## src/rtl/periph_init_pkg.sv

```systemverilog
// Shared types for peripheral register-init sequencing:
// FSM states, table entry layout and the default end marker.
package periph_init_pkg;

    typedef enum logic [2:0] {
        S_IDLE,
        S_LOAD,
        S_ISSUE,
        S_WAIT,
        S_PAUSE,
        S_FINISH,
        S_FAILED
    } seq_state_e;

    localparam logic [7:0] END_MARK_DEF = 8'hFF;

    typedef struct packed {
        logic [7:0]  addr;
        logic [7:0]  data;
        logic [15:0] dly;
    } tbl_entry_t;

    function automatic tbl_entry_t mk_entry(
        input logic [7:0]  a,
        input logic [7:0]  d,
        input logic [15:0] dl
    );
        tbl_entry_t e;
        e.addr = a;
        e.data = d;
        e.dly  = dl;
        return e;
    endfunction

endpackage

```

## src/rtl/reg_init_seq.sv

```systemverilog
// Table-driven register-init sequencer: one bus write per table
// entry with retry, wait timeout, end marker and post-write pause.
module reg_init_seq
    import periph_init_pkg::*;
#(
    parameter int N_ENTRIES  = 8,
    parameter int ADDR_W     = 8,
    parameter int DATA_W     = 8,
    parameter int DLY_W      = 16,
    parameter int TIMEOUT    = 4095,
    parameter int MAX_RETRY  = 3,
    parameter logic [ADDR_W-1:0] END_MARK = ADDR_W'(END_MARK_DEF),
    parameter bit AUTO_START = 1'b1,
    localparam int IDX_W = (N_ENTRIES > 1) ? $clog2(N_ENTRIES) : 1
) (
    input  logic              CLK,
    input  logic              RST,
    input  logic              START,
    output logic [IDX_W-1:0]  TBL_IDX,
    input  logic [ADDR_W-1:0] TBL_ADDR,
    input  logic [DATA_W-1:0] TBL_DATA,
    input  logic [DLY_W-1:0]  TBL_DLY,
    output logic [ADDR_W-1:0] BUS_ADDR,
    output logic [DATA_W-1:0] BUS_WDATA,
    output logic              BUS_REQ,
    input  logic              BUS_DONE,
    input  logic              BUS_ERR,
    output logic              RUNNING,
    output logic              DONE,
    output logic              FAIL,
    output logic [IDX_W-1:0]  FAIL_IDX
);

    localparam int TMO_W = (TIMEOUT > 0) ? $clog2(TIMEOUT + 1) : 1;
    localparam int RTY_W = (MAX_RETRY > 0) ? $clog2(MAX_RETRY + 1) : 1;

    localparam logic [TMO_W-1:0] TMO_MAX  = TMO_W'(TIMEOUT);
    localparam logic [RTY_W-1:0] RTY_MAX  = RTY_W'(MAX_RETRY);
    localparam logic [IDX_W-1:0] IDX_LAST = IDX_W'(N_ENTRIES - 1);

    seq_state_e        state_q, state_d;
    logic [IDX_W-1:0]  idx_q, idx_d;
    logic [ADDR_W-1:0] addr_q, addr_d;
    logic [DATA_W-1:0] wdata_q, wdata_d;
    logic [DLY_W-1:0]  dly_q, dly_d;
    logic [TMO_W-1:0]  tmo_q, tmo_d;
    logic [RTY_W-1:0]  rty_q, rty_d;
    logic              done_q, done_d;
    logic              fail_q, fail_d;
    logic [IDX_W-1:0]  fail_idx_q, fail_idx_d;
    logic              auto_q, auto_d;

    always_ff @(posedge CLK or posedge RST) begin
        if (RST) begin
            state_q    <= S_IDLE;
            idx_q      <= '0;
            addr_q     <= '0;
            wdata_q    <= '0;
            dly_q      <= '0;
            tmo_q      <= '0;
            rty_q      <= '0;
            done_q     <= 1'b0;
            fail_q     <= 1'b0;
            fail_idx_q <= '0;
            auto_q     <= AUTO_START;
        end else begin
            state_q    <= state_d;
            idx_q      <= idx_d;
            addr_q     <= addr_d;
            wdata_q    <= wdata_d;
            dly_q      <= dly_d;
            tmo_q      <= tmo_d;
            rty_q      <= rty_d;
            done_q     <= done_d;
            fail_q     <= fail_d;
            fail_idx_q <= fail_idx_d;
            auto_q     <= auto_d;
        end
    end

    always_comb begin
        state_d    = state_q;
        idx_d      = idx_q;
        addr_d     = addr_q;
        wdata_d    = wdata_q;
        dly_d      = dly_q;
        tmo_d      = tmo_q;
        rty_d      = rty_q;
        done_d     = done_q;
        fail_d     = fail_q;
        fail_idx_d = fail_idx_q;
        auto_d     = auto_q;

        unique case (state_q)
            S_IDLE: begin
                if (START || auto_q) begin
                    auto_d  = 1'b0;
                    done_d  = 1'b0;
                    fail_d  = 1'b0;
                    idx_d   = '0;
                    state_d = S_LOAD;
                end
            end
            S_LOAD: begin
                rty_d = '0;
                if (TBL_ADDR == END_MARK) begin
                    state_d = S_FINISH;
                end else begin
                    addr_d  = TBL_ADDR;
                    wdata_d = TBL_DATA;
                    dly_d   = TBL_DLY;
                    state_d = S_ISSUE;
                end
            end
            S_ISSUE: begin
                tmo_d   = '0;
                state_d = S_WAIT;
            end
            S_WAIT: begin
                // An error outranks a same-cycle completion.
                if (BUS_ERR || tmo_q == TMO_MAX) begin
                    if (rty_q < RTY_MAX) begin
                        rty_d   = rty_q + RTY_W'(1);
                        state_d = S_ISSUE;
                    end else begin
                        state_d = S_FAILED;
                    end
                end else if (BUS_DONE) begin
                    rty_d   = '0;
                    state_d = S_PAUSE;
                end else begin
                    tmo_d = tmo_q + TMO_W'(1);
                end
            end
            S_PAUSE: begin
                if (dly_q == '0) begin
                    if (idx_q == IDX_LAST) begin
                        state_d = S_FINISH;
                    end else begin
                        idx_d   = idx_q + IDX_W'(1);
                        state_d = S_LOAD;
                    end
                end else begin
                    dly_d = dly_q - DLY_W'(1);
                end
            end
            S_FINISH: begin
                done_d  = 1'b1;
                addr_d  = '0;
                wdata_d = '0;
                state_d = S_IDLE;
            end
            S_FAILED: begin
                fail_d     = 1'b1;
                fail_idx_d = idx_q;
                state_d    = S_IDLE;
            end
            default: state_d = S_IDLE;
        endcase
    end

    assign TBL_IDX   = idx_q;
    assign BUS_ADDR  = addr_q;
    assign BUS_WDATA = wdata_q;
    assign BUS_REQ   = (state_q == S_ISSUE);
    assign RUNNING   = (state_q == S_LOAD) || (state_q == S_ISSUE) ||
                       (state_q == S_WAIT) || (state_q == S_PAUSE);
    assign DONE      = done_q;
    assign FAIL      = fail_q;
    assign FAIL_IDX  = fail_idx_q;

endmodule

```

## config.mk

```make
export PLATFORM = sky130hd
export DESIGN_NAME = reg_init_seq
export DESIGN_NICKNAME = d
export VERILOG_FILES = /design/src/rtl/periph_init_pkg.sv /design/src/rtl/reg_init_seq.sv
export SDC_FILE = /design/constraint.sdc
export NUM_CORES = 1
export LEC_CHECK = 0
export CAP_MARGIN = 40
export CORE_UTILIZATION = 27
export DETAILED_ROUTE_END_ITERATION = 10
export GPL_TIMING_DRIVEN = 1
export PLACE_DENSITY_LB_ADDON = 0.2
export SETUP_SLACK_MARGIN = 0.4
export SLEW_MARGIN = 20
export SYNTH_ARGS = -nofsm -noshare
export SYNTH_HDL_FRONTEND = slang
export SYNTH_SLANG_ARGS = --single-unit
```

## constraint.sdc

```tcl
create_clock -name CLK -period 2.37 [get_ports CLK]
set_clock_uncertainty 0.1 [all_clocks]
set_input_delay 0.237 -clock CLK [delete_from_list [all_inputs] [get_ports CLK]]
set_output_delay 0.237 -clock CLK [all_outputs]
set_load 0.005 [all_outputs]
```

==> metrics.csv <==
stage;metric;value;unit
drt;wl_per_cell;15.00;um
placed_design;place_congestion;0.7642;
finish;final_common_cell;clkdlybuf4s50_1;
grt;antenna_found_initial;0;
logic_synthesis;syn-mean-instance-area;9.238;um2
die;core.rowCount;38;
logic_synthesis;synthArstFlopShare;100.0;%
clock_network;holdBufCountCts;0;
finish;fillCellCount;1103;
die;core;11080;um2
die;die_x;109.7;um
job;max_cap_violations;0;
placed_design;dpl_worst_slack;112.1;ps
setup_path;startpoint_type;register;
sta;timing.final.ws_setup;413.4;ps
clock_network;root_buffer;clkbuf_16;
grt;grt_first_pass_wirelength;13590;um
sta;grt_setup_unrepaired;yes;
clock_network;clock_latency;330;ps
drt;drc;0;
sta;max_freq;511.1;MHz
die;start_util;28.27;%
clock_network;cts_made_buffers;9;
sta;relSlewSlack;62.89;%
clock_network;cts.htree.levels;3;
die;dieArea;12030;um2
placed_design;io_buffers;62;
placed_design;hpwl;5929;um
logic_synthesis;synthFlopType;dfrtp_1;
clock_network;cts.sinks;58;
drt;drtIter0Drc;108;
status;status;complete, no violations;
sta;finalCritPeriodShare;82.56;%
logic_synthesis;seq_area_frac_synth;46.38;%
drt;wirelength;8611;um
sta;setup_viol;0;
clock_network;max-clock-path-buffers;2;
drt;firstDrtPassIters;4;
logic_synthesis;syn_nets;382;
die;ios;63;
logic_synthesis;synth_area;3132;um2
grt;grt_pass1_vias;2774;
sta;tightestPinTransition;554.6;ps
finish;synthToLayoutAreaGrowth;45.39;%
finish;final_cell_mix;60 x clkdlybuf4s50_1, 55 x nand2_1, 53 x dfrtp_1, 28 x nand3_1, 25 x buf_4;
sta;hold_ws;190.9;ps
logic_synthesis;synth.distinct_cells;63;
logic_synthesis;yosys_warnings;0;
die;die_h;109.7;um
setup_path;cp_max_fo;7;
power_and_ir_drop;p_per_area;1141;nW/um2
finish;register_area;1458;um2
logic_synthesis;synth_edf_count;0;
setup_path;critPathKind;register to register;
grt;grt_usage;14.96;%
power_and_ir_drop;ir_drop;0.0003603;V
finish;n_antenna_cell;0;
finish;multi_input_area;1699;um2
logic_synthesis;synthCells;339;
sta;hold_viol_final;0;
finish;fin_nets;472;
drt;vias;2931;
logic_synthesis;synth-seq-cells;58;
min_path;hold_path_class;input pin to async pin;
power_and_ir_drop;leakage;0.001944;uW
clock_network;cts_tree;built;
setup_path;critPathRequiredTime;2520;ps
clock_network;clk_pin_slew_worst_paths;50;ps
sta;fin_crit;1957;ps
drt;routed_via_density;5.106;
setup_path;arrival;2110;ps
grt;grt_max_degree;59;
drt;drtAntennaViolNets;0;
grt;grt_overflow;0;
setup_path;cp-end-kind;register;
sta;slew_violations;0;
sta;finalSetupTns;0;ps
finish;final_layout_size_suffix_gt1_share;19.59;%
[Yosys cell counts, types with 2 or more instances]
master	count	share of area, %
a21oi_1	18	2.9
a221o_1	2	0.64
a22o_1	5	1.4
a22oi_1	4	0.96
a32oi_1	3	0.84
a41oi_1	2	0.56
and2_1	4	0.80
and3_1	4	0.80
buf_2	5	0.80
buf_6	2	0.72
clkbuf_1	7	0.84
dfrtp_1	57	46
ha_1	6	2.4
inv_1	9	1.1
mux2_2	4	1.4
nand2_1	57	6.8
nand3_1	30	4.8
nand4_1	11	2.2
nand4b_1	2	0.56
nor2_1	25	3.0
nor3_1	7	1.1
nor4_1	2	0.40
o21a_1	3	0.72
o21ai_0	12	1.9
o21ai_1	2	0.32
o221ai_1	2	0.56
o22ai_1	2	0.40
o311ai_1	2	0.56
o31ai_1	4	0.96
or3_1	6	1.2
xnor2_1	2	0.56
xor2_1	7	2.0
[worst paths after layout]
| kind | from | end | slack (ps) | cells past startpoint |
|---|---|---|---|---|
| worst min register to register | auto_q$_DFFE_PP1P_ | auto_q$_DFFE_PP1P_ | 390 | 1 |
| worst max register to register | state_q[0]$_DFFE_PP0P_ | tmo_q[9]$_DFFE_PP0P_ | 410 | 7 |
| max in group asynchronous | RST | auto_q$_DFFE_PP1P_ | 1670 | 3 |
| worst min-delay path | RST | BUS_ADDR[2]$_DFFE_PP0P_ | 190 | 3 |
| min in group CLK | TBL_DATA[5] | BUS_WDATA[5]$_DFFE_PP0P_ | 350 | 3 |
| worst max-delay path | state_q[0]$_DFFE_PP0P_ | tmo_q[9]$_DFFE_PP0P_ | 410 | 7 |
[cells by family (layout without fill, tap and decap cells)]
kind of cell / count (synthesis) / count (layout) / synth area share [%]
AO/OA/AOI/OAI: 77 / 77 / 17.58
AND/OR/NAND/NOR: 160 / 160 / 26.01
buffers and inverters: 25 / 120 / 3.675
flip-flops: 58 / 58 / 46.38
adder cells (fa/ha/maj): 6 / 6 / 2.397
XOR/XNOR: 9 / 9 / 2.517
multiplexers: 4 / 4 / 1.438
[per-stage QoR]
step | std cells | instance area (um2) | util [%] | total power (uW)
3_5_place_dp | 547 | 4036 | 36.44 | 3685
6_report | 574 | 4553 | 41.10 | 5194
3_3_place_gp | 547 | 4036 | 36.44 | 3655
5_1_grt | 574 | 4553 | 41.10 | 5569
2_1_floorplan | 339 | 3132 | - | 2781
4_1_cts | 566 | 4342 | 39.19 | 4958
[what timing repair did]
item,4_1_cts,5_1_grt
endpoints found under the setup margin,7,19
buffers inserted,3,8
resized for setup,4,36
pin swaps,0,13
[worst max-delay path, stage by stage (launching register included)]
cell and delay, ps:
dfrtp_1 420, buf_6 160, buf_4 120, nand2b_4 60, nor4b_4 230, nand2_1 120
or4_4 500, a21oi_2 170
[report_power, final]
part / internal, uW / switching, uW
Clock: 766 / 441
Combinational: 1180 / 1170
Sequential: 1320 / 313
Total: 3270 / 1930
[layer usage]
metal	GRT usage (%)	wire length [um]	up-vias
met5	0	0	-
li1	-	-	1425
met3	4.209	466	13
met2	22.78	3910	63
met4	7.524	176	0
met1	19.36	4057	1430
[registers in the layout (all words and copies together) (netlist names)]
| name | flops |
|---|---|
| BUS_ADDR | 8 |
| auto_q | 1 |
| FAIL_IDX | 3 |
| TBL_IDX | 3 |
| DONE | 1 |
| dly_q | 16 |
| tmo_q | 12 |
| rty_q | 2 |
| FAIL | 1 |
| BUS_WDATA | 8 |
| state_q | 3 |
[final cells by class]
| class | count | area share, % |
|---|---|---|
| clock buffer | 16 | 5.963 |
| inverter | 10 | 0.9618 |
| multi-input combinational | 256 | 37.32 |
| sequential | 58 | 32.01 |
| tap | 140 | 3.847 |
| timing repair buffer | 94 | 19.90 |
No activity file was read; power rests on OpenSTA's default activity.
